[config.mk]
export PLATFORM = sky130hd
export DESIGN_NAME = ex_div_flat
export DESIGN_NICKNAME = d
export VERILOG_FILES = /design/src/rtl/ex_div_if.sv /design/src/rtl/ex_div.sv /design/src/flat_wrapper.sv
export SDC_FILE = /design/constraint.sdc
export NUM_CORES = 1
export LEC_CHECK = 0
export BUFFER_PORTS_ARGS = -buffer_cell sky130_fd_sc_hd__buf_2
export CAP_MARGIN = 25
export CORE_UTILIZATION = 40
export CTS_CLUSTER_DIAMETER = 30
export CTS_CLUSTER_SIZE = 14
export DETAILED_ROUTE_END_ITERATION = 10
export GPL_ROUTABILITY_DRIVEN = 0
export HOLD_SLACK_MARGIN = 0.12
export PLACE_DENSITY = 0.61
export SLEW_MARGIN = 15
export SYNTH_ARGS = -nofsm -noshare
export SYNTH_HDL_FRONTEND = slang
export SYNTH_SLANG_ARGS = --single-unit
[constraint.sdc]
create_clock -name clk -period 3.3 [get_ports clk]
set_clock_uncertainty 0.1 [all_clocks]
set_input_delay 0.66 -clock clk [delete_from_list [all_inputs] [get_ports clk]]
set_output_delay 0.66 -clock clk [all_outputs]
set_load 0.01 [all_outputs]
[src/rtl/ex_div_if.sv]
// Request/response bundle between the EX stage and the iterative divider.
// Signal names keep the pipeline's _i/_o naming so they line up with the ID/EX wiring.
interface ex_div_if;
   logic        start_i;
   logic [1:0]  op_i;
   logic [31:0] dividend_i;
   logic [31:0] divisor_i;
   logic [4:0]  rd_addr_i;
   logic        flush_i;
   logic        busy_o;
   logic        ready_o;
   logic [31:0] result_o;
   logic [4:0]  rd_addr_o;
   logic        reg_wen_o;

   modport master (
      output start_i, op_i, dividend_i, divisor_i, rd_addr_i, flush_i,
      input  busy_o, ready_o, result_o, rd_addr_o, reg_wen_o
   );
   modport slave (
      input  start_i, op_i, dividend_i, divisor_i, rd_addr_i, flush_i,
      output busy_o, ready_o, result_o, rd_addr_o, reg_wen_o
   );
endinterface

[src/rtl/ex_div.sv]
// 32-bit restoring divider for the EX stage: DIV/DIVU/REM/REMU, 32 iterations plus
// one sign-fix cycle; divide-by-zero and signed overflow skip straight to the fix cycle.
module ex_div (
   input logic     clk,
   input logic     rstn,
   ex_div_if.slave bus
);
   typedef enum logic [1:0] {IDLE, CALC, FIX} state_t;

   state_t      state, nxt;
   logic [5:0]  cnt;
   logic [31:0] quo, rem, dvs;
   logic        is_rem, neg_q, neg_r, bypass;
   logic [4:0]  rd_r;
   logic        ready_r;
   logic [31:0] result_r;
   logic [4:0]  rd_out_r;

   logic        accept, signed_op, div0, ovf;
   logic [31:0] a_abs, b_abs, special, fix_res;
   logic [32:0] shifted;
   logic        ge;

   assign signed_op = ~bus.op_i[0];
   assign accept    = (state == IDLE) && bus.start_i && !bus.flush_i;
   assign div0      = (bus.divisor_i == 32'd0);
   assign ovf       = signed_op && (bus.dividend_i == 32'h8000_0000) &&
                      (bus.divisor_i == 32'hFFFF_FFFF);
   assign a_abs     = (signed_op && bus.dividend_i[31]) ? -bus.dividend_i : bus.dividend_i;
   assign b_abs     = (signed_op && bus.divisor_i[31])  ? -bus.divisor_i  : bus.divisor_i;
   assign special   = div0 ? (bus.op_i[1] ? bus.dividend_i : 32'hFFFF_FFFF)
                           : (bus.op_i[1] ? 32'd0 : 32'h8000_0000);

   // Partial remainder is always < divisor, so the shifted value fits 33 bits and the
   // 32-bit subtraction below is exact whenever ge is set.
   assign shifted   = {rem, quo[31]};
   assign ge        = shifted[32] || (shifted[31:0] >= dvs);

   assign fix_res   = bypass ? quo :
                      is_rem ? (neg_r ? -rem : rem) :
                               (neg_q ? -quo : quo);

   always_ff @(posedge clk or negedge rstn) begin
      if (!rstn) state <= IDLE;
      else       state <= nxt;
   end

   always_comb begin
      nxt = state;
      if (bus.flush_i) nxt = IDLE;
      else begin
         case (state)
            IDLE: if (bus.start_i) nxt = (div0 || ovf) ? FIX : CALC;
            CALC: if (cnt == 6'd31) nxt = FIX;
            FIX:  nxt = IDLE;
            default: nxt = IDLE;
         endcase
      end
   end

   always_comb begin
      bus.busy_o    = (state != IDLE);
      bus.ready_o   = ready_r;
      bus.reg_wen_o = ready_r;
      bus.result_o  = result_r;
      bus.rd_addr_o = rd_out_r;
   end

   always_ff @(posedge clk or negedge rstn) begin
      if (!rstn) begin
         cnt    <= 6'd0;
         quo    <= 32'd0;
         rem    <= 32'd0;
         dvs    <= 32'd0;
         is_rem <= 1'b0;
         neg_q  <= 1'b0;
         neg_r  <= 1'b0;
         bypass <= 1'b0;
         rd_r   <= 5'd0;
      end else if (accept) begin
         cnt    <= 6'd0;
         quo    <= (div0 || ovf) ? special : a_abs;
         rem    <= 32'd0;
         dvs    <= b_abs;
         is_rem <= bus.op_i[1];
         neg_q  <= signed_op && (bus.dividend_i[31] ^ bus.divisor_i[31]);
         neg_r  <= signed_op && bus.dividend_i[31];
         bypass <= div0 || ovf;
         rd_r   <= bus.rd_addr_i;
      end else if (state == CALC) begin
         cnt <= cnt + 6'd1;
         quo <= {quo[30:0], ge};
         rem <= ge ? (shifted[31:0] - dvs) : shifted[31:0];
      end
   end

   always_ff @(posedge clk or negedge rstn) begin
      if (!rstn) begin
         ready_r  <= 1'b0;
         result_r <= 32'd0;
         rd_out_r <= 5'd0;
      end else begin
         ready_r <= (state == FIX) && !bus.flush_i;
         if ((state == FIX) && !bus.flush_i) begin
            result_r <= fix_res;
            rd_out_r <= rd_r;
         end
      end
   end
endmodule

[src/flat_wrapper.sv]
// flat-port wrapper written by rule: the top's interface ports become plain ports
module ex_div_flat 
  (clk, rstn, bus_start_i, bus_op_i, bus_dividend_i, bus_divisor_i, bus_rd_addr_i, bus_flush_i, bus_busy_o, bus_ready_o, bus_result_o, bus_rd_addr_o, bus_reg_wen_o);
  ex_div_if bus_i ();
  input logic clk;
  input logic rstn;
  input wire logic [$bits(bus_i.start_i)-1:0] bus_start_i;
  input wire logic [$bits(bus_i.op_i)-1:0] bus_op_i;
  input wire logic [$bits(bus_i.dividend_i)-1:0] bus_dividend_i;
  input wire logic [$bits(bus_i.divisor_i)-1:0] bus_divisor_i;
  input wire logic [$bits(bus_i.rd_addr_i)-1:0] bus_rd_addr_i;
  input wire logic [$bits(bus_i.flush_i)-1:0] bus_flush_i;
  output wire logic [$bits(bus_i.busy_o)-1:0] bus_busy_o;
  output wire logic [$bits(bus_i.ready_o)-1:0] bus_ready_o;
  output wire logic [$bits(bus_i.result_o)-1:0] bus_result_o;
  output wire logic [$bits(bus_i.rd_addr_o)-1:0] bus_rd_addr_o;
  output wire logic [$bits(bus_i.reg_wen_o)-1:0] bus_reg_wen_o;
  assign bus_i.start_i = bus_start_i;
  assign bus_i.op_i = bus_op_i;
  assign bus_i.dividend_i = bus_dividend_i;
  assign bus_i.divisor_i = bus_divisor_i;
  assign bus_i.rd_addr_i = bus_rd_addr_i;
  assign bus_i.flush_i = bus_flush_i;
  assign bus_busy_o = bus_i.busy_o;
  assign bus_ready_o = bus_i.ready_o;
  assign bus_result_o = bus_i.result_o;
  assign bus_rd_addr_o = bus_i.rd_addr_o;
  assign bus_reg_wen_o = bus_i.reg_wen_o;
  ex_div u_core (.clk(clk), .rstn(rstn), .bus(bus_i));
endmodule
After elaboration in Yosys (flattened, before gate mapping)
Index checks and enable logic that the tools add are counted.
- register bits: 151
- output and inout port bits: 40
- add/subtract/negate cells: 6
- order comparisons: 1
- eq/ne operators: 7
- muxes and demuxes: 22
- bitwise logic cells: 2
- reductions and logical operators: 16
- operators with widths (cell ; number):
    $mux W32 ; 15
    $neg A32 Y32 ; 4
    $eq A32 B32 Y1 const B ; 2
    $ge A32 B32 Y1 ; 1
    $logic_not A32 Y1 ; 1
    $sub A32 B32 Y32 ; 1
    $mux W6 ; 2
    $logic_and A1 B1 Y1 ; 8
    $mux W2 ; 4
    $add A6 B1 Y6 const B ; 1
    $eq A6 B5 Y1 const B ; 1
    $pmux W2 S2 ; 1
    $reduce_bool A2 Y1 ; 2
    $ne A3 B2 Y1 const B ; 1
    $ne A3 B3 Y1 const B ; 1
    $eq A2 B1 Y1 const B ; 1
    $eq A2 B2 Y1 const B ; 1
    $logic_not A2 Y1 ; 1
    $logic_or A1 B1 Y1 ; 2
    $reduce_and A2 Y1 ; 1
    $logic_not A1 Y1 ; 1
    $not A1 Y1 ; 1
    $xor A1 B1 Y1 ; 1

Longest topological paths before layout
Gate-level depths: netlist (run 1).
- depth after elaboration: 8
- gate-level depth with buffers: 14

Worst setup path before layout (run 1)
OpenSTA, ideal clock, no wires.
- path type: in2reg
- from: in bus_dividend_i[11]
- to: reg u_core.quo[5]
- arrival: 3.046 ns
- data required time: 3.059 ns
- slack: 0.013 ns
- stages on the path: 8
- path buffers: 0
- cell sequence: or4_4 > or4_4 > or4_4 > nor3_4 > nor2_4 > and3_1 > a2111oi_2 > a31oi_1
- word-level cells in the longest chain between the ends: 6
- ends and longest elaborated chain (element ; RTL line ; text):
    start: declaration ; flat_wrapper.sv:9 ; input wire logic [$bits(bus_i.dividend_i)-1:0] bus_dividend_i;
    $eq A32 B32 Y1 ; ex_div.sv:27 ; assign ovf = signed_op && (bus.dividend_i == 32'h8000_0000) &&
    $logic_and A1 B1 Y1 (2 in a row) ; ex_div.sv:27 ;
    $logic_or A1 B1 Y1 ; ex_div.sv:82 ; quo <= (div0 || ovf) ? special : a_abs;
    $mux W32 ; ex_div.sv:82 ;
    $mux W32 ; ex_div.sv:80 ; end else if (accept) begin
    end signal: assignment ; ex_div.sv:82 ;
    end signal: assignment ; ex_div.sv:92 ; quo <= {quo[30:0], ge};
    end: declaration ; ex_div.sv:12 ; logic [31:0] quo, rem, dvs;
Every way passes these cells.
A chain may end at the register's enable or synchronous reset.

Worst setup path after layout (run 1)
- from: reg u_core.rem[5]
- to: reg u_core.result_r[15], in the netlist u_core.bus.result_o[15]
- word-level cells in the longest chain between the ends: 4
- ends and longest elaborated chain (element ; RTL line ; text):
    start: declaration ; ex_div.sv:12 ;
    start signal: assignment ; ex_div.sv:93 ; rem <= ge ? (shifted[31:0] - dvs) : shifted[31:0];
    $neg A32 Y32 ; ex_div.sv:40 ; is_rem ? (neg_r ? -rem : rem) :
    $mux W32 (2 in a row) ; ex_div.sv:40 ;
    $mux W32 ; ex_div.sv:39 ; assign fix_res = bypass ? quo :
    end signal: assignment ; ex_div.sv:105 ; result_r <= fix_res;
    end: declaration ; ex_div.sv:16 ; logic [31:0] result_r;
Every way passes these cells.

==> results of run 1 <==
-- what timing repair did --
item	4_1_cts	5_1_grt
hold buffers	1	0
setup buffers	0	3
endpoints found under the hold margin	22	0
gates resized for setup	0	9
endpoints found under the setup margin	0	29
-- metal layers --
| layer | wire (microns) | up-vias |
|---|---|---|
| met2 | 16820 | 484 |
| met4 | 953 | 0 |
| met5 | 0 | - |
| met3 | 2821 | 61 |
| li1 | - | 5765 |
| met1 | 18080 | 5774 |
-- critical path: stages (launching register included) --
cell and delay [ps]:
dfrtp_1 470, or4_1 590, nand2b_1 220, o41a_1 490, buf_4 170, or3_1 340
a32oi_1 200, o21ai_0 170, mux2_2 310
-- registers in the layout (all words and copies together) (netlist names) --
register,cells
u_core.neg_r,1
u_core.rd_r,5
u_core.state,2
u_core.bypass,1
u_core.rem,32
u_core.quo,32
u_core.cnt,6
u_core.is_rem,1
u_core.bus.rd_addr_o,5
u_core.bus.ready_o,1
u_core.bus.result_o,32
u_core.dvs,32
u_core.neg_q,1
-- placed cells by master (no fill, tap or decap), types with 24 or more instances in the layout --
cell type / synthesis / final
nand2_1: 219 / 217
o21ai_0: 178 / 178
dfrtp_1: 151 / 151
buf_4: 1 / 137
buf_2: 2 / 113
nor2_1: 110 / 108
a21oi_1: 104 / 103
inv_1: 61 / 61
xor2_1: 53 / 52
xnor2_1: 41 / 41
ha_1: 38 / 38
a31oi_1: 28 / 28
or3_1: 27 / 27
nor3_1: 26 / 25
o31ai_1: 25 / 25
o22ai_1: 24 / 24
-- power groups by stage --
| stage | registers [mW] | clock network [mW] | logic (mW) |
|---|---|---|---|
| final | 3.14 | 1.93 | 6.71 |
| after global routing | 3.22 | 2.02 | 7.39 |
| after CTS | 3.13 | 1.96 | 6.49 |
| after detailed placement | 3.16 | 0 | 6.45 |
| after global placement | 3.15 | 0 | 6.38 |
| after floorplan | 3.12 | 0 | 4.13 |
-- cell families after synthesis --
group	after synthesis	synth area share (%)
multiplexers	20	1.775
AO/OA/AOI/OAI	495	26.59
flip-flops	151	32.88
XOR/XNOR	94	7.165
buffers and inverters	146	4.824
AND/OR/NAND/NOR	539	22.45
adder cells (fa/ha/maj)	39	4.312
-- worst max-delay path by stage --
stage	depth (start not counted)	end	from
after floorplan	8	u_core.quo[5]	bus_dividend_i[11]
after global placement	10	u_core.quo[26]	bus_dividend_i[11]
after detailed placement	10	u_core.quo[26]	bus_dividend_i[11]
after CTS	13	u_core.rem[19]	u_core.quo[31]
after global routing	8	u_core.bus.result_o[15]	u_core.rem[5]
final	8	u_core.bus.result_o[15]	u_core.rem[5]
-- layout make-up --
cell class | count | area, sq um
clock buffers | 20 | 466.7
clock inverters | 11 | 101.3
fillers | 2790 | 14010
inverters | 62 | 232.7
multi-input cells | 1187 | 7204
flip-flops and latches | 151 | 3779
well taps | 378 | 473.0
repair buffers | 258 | 1740
-- stage by stage --
step	setup WS [ps]	util, %
floorplan	12.82	-
global placement	-110.7	47.62
detailed placement	-147.9	47.62
CTS	59.46	49.68
global route	32.72	49.97
finish	132.7	49.97
==> out/results.ini, run 1 <==
[outcome]
outcome=finished clean

[timing]
slew_headroom_pct=55.90
finalSetupViolCount=0
period_share_pct=95.98
worst-slew-pin-transition_ps=661.4
min_period_ps=3167
holdWs_ps=317.2
slew_viol_final=0
max_freq_mhz=315.7
rsz0062_at_grt=no
final.setup.tns_ps=0
hold_viol_final=0

[routing]
dr_total_vias=12080
drt_iter0_drc=1089
drc=0
wl_microns=38670
drtPass1Iterations=8
via_per_inst=5.846
ant_nets=0
wl_per_cell_microns=18.71

[logic_synthesis]
syn_area_per_cell_sq_um=7.743
synth_enable_flop_cells=0
post_synth_main_area_contributors=dfrtp_1, o21ai_0, nand2_1, a21oi_1, ha_1
seq_area_frac_synth_pct=32.88
synthArstFlopShare_pct=100.0
synth_ff_type=dfrtp_1
syn-num-nets=1598
yosysMostFrequentCell=nand2_1
syn_area_sq_mm=0.01149
ys_types=73
yosysTopAreaCell=dfrtp_1
yosys_warnings=0
synth_cells=1484
ys_ff_latch=151
yosys-top-cells-count=nand2_1, o21ai_0, dfrtp_1, nor2_1, a21oi_1
synth_top_area_share_pct=32.88

[pwr]
comb_power_share_pct=57.0
swShare_pct=45.50
ir_worst_vdd_mv=0.3892
intPower_mw=6.420
p_leak_nw=6.265
power.switching_mw=5.360
pwr-share-seq_pct=26.7
fin_total_pwr_mw=11.78
clkPwrFrac_pct=16.4
power.density_mw_per_mm2=841.6

[hold_path]
hp-class=in2reg
hp-start=bus_rd_addr_i[2]
holdPathStages=3
holdPathEnd=u_core.rd_r[2]

[finish]
nets=1791
syn2layout_area_growth_pct=21.81
finalNonFillerCells=2067
antenna_cells=0
drive_gt1_share_pct=18.83
fin_area_sq_mm=0.01400

[clock_network]
clk_pin_slew_worst_paths_ps=60
ctsHtreeMaxLevel=4
cts.sinks=151
clk-insertion-delay-late_ps=440
cts_root_buffer=clkbuf_16
cts_tree=done
clockBufferDepth=2
cts_inserted_buffers=17

[floorplanning]
fp.dieW_microns=171.5
initial_core_util_pct=41.02
die_area_sq_mm=0.02941
io_pins=115
rows=61
die_y_microns=171.5
core_area_sq_mm=0.02801

[critical_path]
arrival_ps=3380
start_kind=flop
cp_max_fo=6
critPathCaptureType=flop
r2r-end=u_core.bus.result_o[15]
worstSetupPathType=reg2reg
reg2reg_depth=8
regToRegSetupSlack_ps=130
cp_data_required_time_ps=3510
rr_startpoint=u_core.rem[5]

[grt]
grt_pass1_wl_microns=61180
grtUsageMet3_pct=4.395
grt.total_usage_pct=26.80
use_met2_pct=39.98
antenna_found_initial=0
grt-ovfl-total=0
met1_usage_pct=39.12
top_usage_layer=met2
grt_pass1_vias=11000
grt_max_degree=93

[place]
placed_cell_area_sq_mm=0.01334
hpwlAfterDp_microns=29460
io_buffers=114
dp.cells=2031

[flow_run]
cap_viol_max_count=0

No activity file was read; power rests on OpenSTA's default activity.
==> run 2, diff against run 1 <==
==> constraint.sdc (replaced) <==
create_clock -name clk -period 3.3 [get_ports clk]
set_clock_uncertainty 0.1 [all_clocks]
set_input_delay 0 -clock clk [delete_from_list [all_inputs] [get_ports clk]]
set_output_delay 0 -clock clk [all_outputs]
set_load 0.01 [all_outputs]
==> run 2 against run 1 <==
  * Critical path depth is 2 higher
  * Utilization increased by 2.3 points
  * Sequential share of layout area down 1.2 points
  * Combinational power fell by 2%
  * Power shrank 0.64%
  * Sequential cell count unchanged
  * Global-route usage up 0.97 points
==> out/results.ini, run 2 (same netlist as run 1, synthesis figures left out) <==
[floorplanning]
fp.dieW_microns=171.5
initial_core_util_pct=41.02
die_y_microns=171.5
core_area_sq_mm=0.02801
io_pins=115
rows=61
die_area_sq_mm=0.02941

[grt]
grt_pass1_vias=11360
grt_max_degree=62
grt_pass1_wl_microns=62980
antenna_found_initial=0
grt-ovfl-total=0
grt.total_usage_pct=27.77

[finish]
nets=1837
mostFrequentLayoutCells=nand2_1, o21ai_0, dfrtp_1
antenna_cells=0
drive_gt1_share_pct=15.16
fin_area_sq_mm=0.01465
mostFrequentLayoutCell=nand2_1
syn2layout_area_growth_pct=27.53

[routing]
dr_wl_met3_microns=3234
wl_per_cell_microns=18.95
top_layer=met4
drc=0
ant_nets=0
dr_total_vias=12460
route.layer.met1.wl_microns=18240
via_per_inst=5.899
drtPass1Iterations=8
drt_iter0_drc=1069
wl_microns=40050
wl_met2_microns=17620

[critical_path]
regToRegSetupSlack_ps=170
reg2reg_depth=9
crit_buf_inv=3
rr_startpoint=u_core.quo[15]
cp_data_required_time_ps=3500
start_kind=primary input
cpMostUsedCell=dlygate4sd3_1
arrival_ps=3360
r2r-end=u_core.bus.result_o[24]
slowest_delay_ps=550
critPathCaptureType=flop
slowest_stage=dlygate4sd3_1
critPathTopFamily=simple AND/OR/NAND/NOR gates
critical_path.cell_chain=dlygate4sd3_1 > buf_2 > or3_1 > or4_1 > nor3_2 > nand2_1 > o41ai_1 > xor2_1 > dlygate4sd3_1 > o21ai_0
cp_max_fo=5
worstSetupPathType=in2reg

[hold_path]
hp-start=bus_divisor_i[8]
holdPathStages=5
hp-class=in2reg
holdPathEnd=u_core.dvs[10]

[timing]
setup_slack_ps=137.2
hold_viol_final=0
period_share_pct=95.84
slew_headroom_pct=46.74
worst-slew-pin-transition_ps=790.6
slew_viol_final=0
finalSetupViolCount=0
min_period_ps=3163
final.setup.tns_ps=0
max_freq_mhz=316.2

[pwr]
power.density_mw_per_mm2=798.7
ir_worst_vdd_mv=0.3900
p_leak_nw=6.429

[clock_network]
cts.sinks=151
clk_pin_slew_worst_paths_ps=60
clockBufferDepth=2
cts_inserted_buffers=17
clk-insertion-delay-late_ps=440
ctsHtreeMaxLevel=4
cts_tree=done
cts_root_buffer=clkbuf_16

[place]
hpwlAfterDp_microns=29380
placed_cell_area_sq_mm=0.01285
io_buffers=114
post-place-ws_ps=99.88

[flow_run]
cap_viol_max_count=0

[outcome]
outcome=finished clean

run 2: changes by cell type in the layout (fill, tap and decap cells not counted), sizes merged:
| cell | delta |
|---|---|
| inv | +1 |
| clkinv | -4 |
| buf | -57 |
| clkbuf | -1 |
| bufinv | +1 |
| clkinvlp | +2 |
| dlygate4sd3 | +104 |
run 2: metrics by stage:
stage | power [mW] | utilization (%) | cells | hold slack, ps
CTS | 11.56 | 51.77 | 2108 | 140.6
detailed placement | 9.433 | 45.87 | 1971 | -87.88
global placement | 9.357 | 45.87 | 1971 | -92.57
floorplan | 7.256 | - | 1484 | -395.6
global route | 12.54 | 52.32 | 2113 | 179.2
finish | 11.70 | 52.32 | 2113 | 146.5
run 2: area by class of cell:
type                            count  area (sq um)
Fill cell                        2722         13360
Multi-Input combinational cell   1187          7247
Sequential cell                   151          3779
Timing Repair Buffer              304          2347
Tap cell                          378         473.0
Clock buffer                       20         446.7
Inverter                           62         236.5
Clock inverter                     11         125.1
run 2: worst max path at each step:
| stage | startpoint | endpoint | depth (start not counted) |
|---|---|---|---|
| floorplan | u_core.quo[15] | u_core.bus.result_o[24] | 10 |
| global placement | bus_dividend_i[11] | u_core.quo[3] | 8 |
| detailed placement | bus_dividend_i[11] | u_core.quo[4] | 8 |
| CTS | bus_divisor_i[0] | u_core.quo[28] | 14 |
| global route | bus_divisor_i[3] | u_core.dvs[17] | 10 |
| finish | bus_divisor_i[3] | u_core.dvs[17] | 10 |
run 2: power breakdown:
group / internal [mW] / leakage, nW / switching (mW)
registers: 2.49 / 1.89 / 0.675
logic: 2.75 / 4.27 / 3.83
clock network: 1.13 / 0.265 / 0.829
total: 6.37 / 6.43 / 5.33
run 2: timing repair:
| item | CTS | global route |
|---|---|---|
| endpoints found under the setup margin | 0 | 30 |
| endpoints found under the hold margin | 229 | 0 |
| gates resized for setup | 0 | 18 |
| buffers inserted | 0 | 3 |
| hold buffers | 106 | 0 |
run 2: tightest hold or removal path, stage by stage:
cell and delay (ps):
buf_2 100, or4_4 150, o31ai_1 80, xor2_1 170
o21ai_0 140
run 2: metal layers:
layer	vias up	GRT usage (%)
met5	-	0
met4	0	9.511
met3	62	4.280
met2	628	41.79
met1	5896	40.17
li1	5878	-
==> run 3, diff against run 2 <==
--- a/config.mk
+++ b/config.mk
@@ -13,7 +13,6 @@
 export DETAILED_ROUTE_END_ITERATION = 10
 export GPL_ROUTABILITY_DRIVEN = 0
 export HOLD_SLACK_MARGIN = 0.12
-export PLACE_DENSITY = 0.61
 export SLEW_MARGIN = 15
 export SYNTH_ARGS = -nofsm -noshare
 export SYNTH_HDL_FRONTEND = slang
==> constraint.sdc (replaced) <==
create_clock -name clk -period 4.05 [get_ports clk]
set_clock_uncertainty 0.1 [all_clocks]
set_input_delay 0 -clock clk [delete_from_list [all_inputs] [get_ports clk]]
set_output_delay 0 -clock clk [all_outputs]
set_load 0.01 [all_outputs]
==> run 3 against run 2 <==
  * Sequential cell count is the same
  * Setup slack gained 95 ps
  * Largest cell class unchanged
  * Global-route usage shrank 0.37 points
  * Combinational power shrank 25%
  * Sequential power shrank 13%
  * Count of clock-buffer cells in the layout shrank 3
  * Non-clock buffer count shrank 49
  * Clock power shrank 16%
==> out/results.ini, run 3 (same netlist as run 1, synthesis figures left out) <==
[outcome]
outcome=finished clean

[pwr]
power.density_mw_per_mm2=656.4
power.switching_mw=4.323
swShare_pct=46.43
comb_power_share_pct=53.0
clkPwrFrac_pct=17.7
intPower_mw=4.987
p_leak_nw=6.182
pwr-share-seq_pct=29.4
ir_worst_vdd_mv=0.2884

[clock_network]
cts_inserted_buffers=17
clockBufferDepth=2
cts_tree=done
clk_pin_slew_worst_paths_ps=70
ctsHtreeMaxLevel=4
cts.sinks=151
clk-insertion-delay-late_ps=440
cts_root_buffer=clkbuf_16

[critical_path]
cp_max_fo=15
regToRegSetupSlack_ps=710
start_kind=primary input
critPathCaptureType=flop
slowest_stage=dlygate4sd3_1
critPathCapture=u_core.quo[28]
slowest_delay_ps=560
rr_startpoint=u_core.quo[15]
startpoint=bus_divisor_i[0]
critical_path.cell_chain=dlygate4sd3_1 > buf_2 > inv_1 > ha_1 > nand2b_1 > nor4_1 > nand4_1 > or3_1 > buf_4 > nor2_2 > nor2_1 > o21ai_0 > o21ai_0 > a31oi_1 > dlygate4sd3_1
cp_data_required_time_ps=4320
r2r-end=u_core.bus.result_o[24]
reg2reg_depth=9
worstSetupPathType=in2reg
arrival_ps=4090

[finish]
antenna_cells=0
mostFrequentLayoutCell=nand2_1
syn2layout_area_growth_pct=23.43
final_util_pct=50.64
fin_area_sq_mm=0.01418
finalNonFillerCells=2065
num-fill-cells=2714
mostFrequentLayoutCells=nand2_1, o21ai_0, dfrtp_1
drive_gt1_share_pct=12.15
nets=1788

[routing]
via_per_inst=5.848
dr_total_vias=12080
wl_per_cell_microns=19.03
drc=0
ant_nets=0
drtPass1Iterations=6
wl_microns=39290
drt_iter0_drc=1104

[grt]
grt_max_degree=74
grt.total_usage_pct=27.40
grt-ovfl-total=0
grt_pass1_vias=10960
grt_pass1_wl_microns=62110
antenna_found_initial=1

[hold_path]
hp-class=in2reg

[floorplanning]
io_pins=115
rows=61
core_area_sq_mm=0.02801
initial_core_util_pct=41.02
die_y_microns=171.5
fp.dieW_microns=171.5
die_area_sq_mm=0.02941

[timing]
final.setup.tns_ps=0
min_period_ps=3818
holdWs_ps=189.5
slew_headroom_pct=34.82
hold_viol_final=0
max_freq_mhz=261.9
worst-slew-pin-transition_ps=975.7
slew_viol_final=0
finalSetupViolCount=0
rsz0062_at_grt=no
period_share_pct=94.27

[place]
hpwlAfterDp_microns=28130
io_buffers=114
dp.cells=1923
placed_cell_area_sq_mm=0.01247

[flow_run]
cap_viol_max_count=0

run 3: how the worst min path moves through the flow:
stage / cells past startpoint / from / endpoint / slack (ps)
after floorplan: 0 / rstn / u_core.bus.rd_addr_o[0] / -400
after global placement: 1 / rstn / u_core.dvs[23] / -20
after detailed placement: 1 / rstn / u_core.rem[18] / -20
after CTS: 4 / bus_rd_addr_i[1] / u_core.rd_r[1] / 180
after global routing: 4 / bus_rd_addr_i[3] / u_core.rd_r[3] / 210
final: 4 / bus_rd_addr_i[1] / u_core.rd_r[1] / 190
run 3: per-layer routing:
layer	global-route usage, %	vias up	routed length [microns]
met2	40.98	531	17140
met3	4.464	57	2937
met4	9.239	2	1045
met1	39.72	5696	18160
li1	-	5790	-
met5	0	-	9
run 3: layout make-up:
type,instances,area [sq um],share of cell area [%]
Clock buffer,17,425.4,2.999
Clock inverter,15,166.4,1.173
Inverter,62,232.7,1.641
Multi-Input combinational cell,1187,7179,50.62
Sequential cell,151,3779,26.64
Tap cell,378,473.0,3.335
Timing Repair Buffer,255,1928,13.59
run 3: repair_timing:
action | 4_1_cts | 5_1_grt
endpoints found under the hold margin | 165 | 0
resized for setup | 0 | 1
setup buffers | 0 | 5
hold buffers | 105 | 0
endpoints found under the setup margin | 0 | 2
run 3: metrics by stage:
stage | setup slack, ps | total power, mW
floorplan | 1154 | 5.912
global placement | 785.5 | 7.421
detailed placement | 686.2 | 7.476
CTS | 90.17 | 9.262
global route | 64.31 | 10.02
finish | 232.2 | 9.310
run 3: power groups by stage:
stage	clock network, mW	logic [mW]	registers, mW
5_1_grt	1.73	5.48	2.80
6_report	1.65	4.93	2.74
3_5_place_dp	0	4.74	2.74
3_3_place_gp	0	4.70	2.72
2_1_floorplan	0	3.37	2.54
4_1_cts	1.67	4.88	2.71
run 3: critical path: cells and delay by family:
| kind | cells | cell delay (ps) |
|---|---|---|
| buf+inv | 5 | 1630 |
| compound gates | 3 | 350 |
| simple gates | 6 | 1860 |
| fa+ha+maj | 1 | 250 |
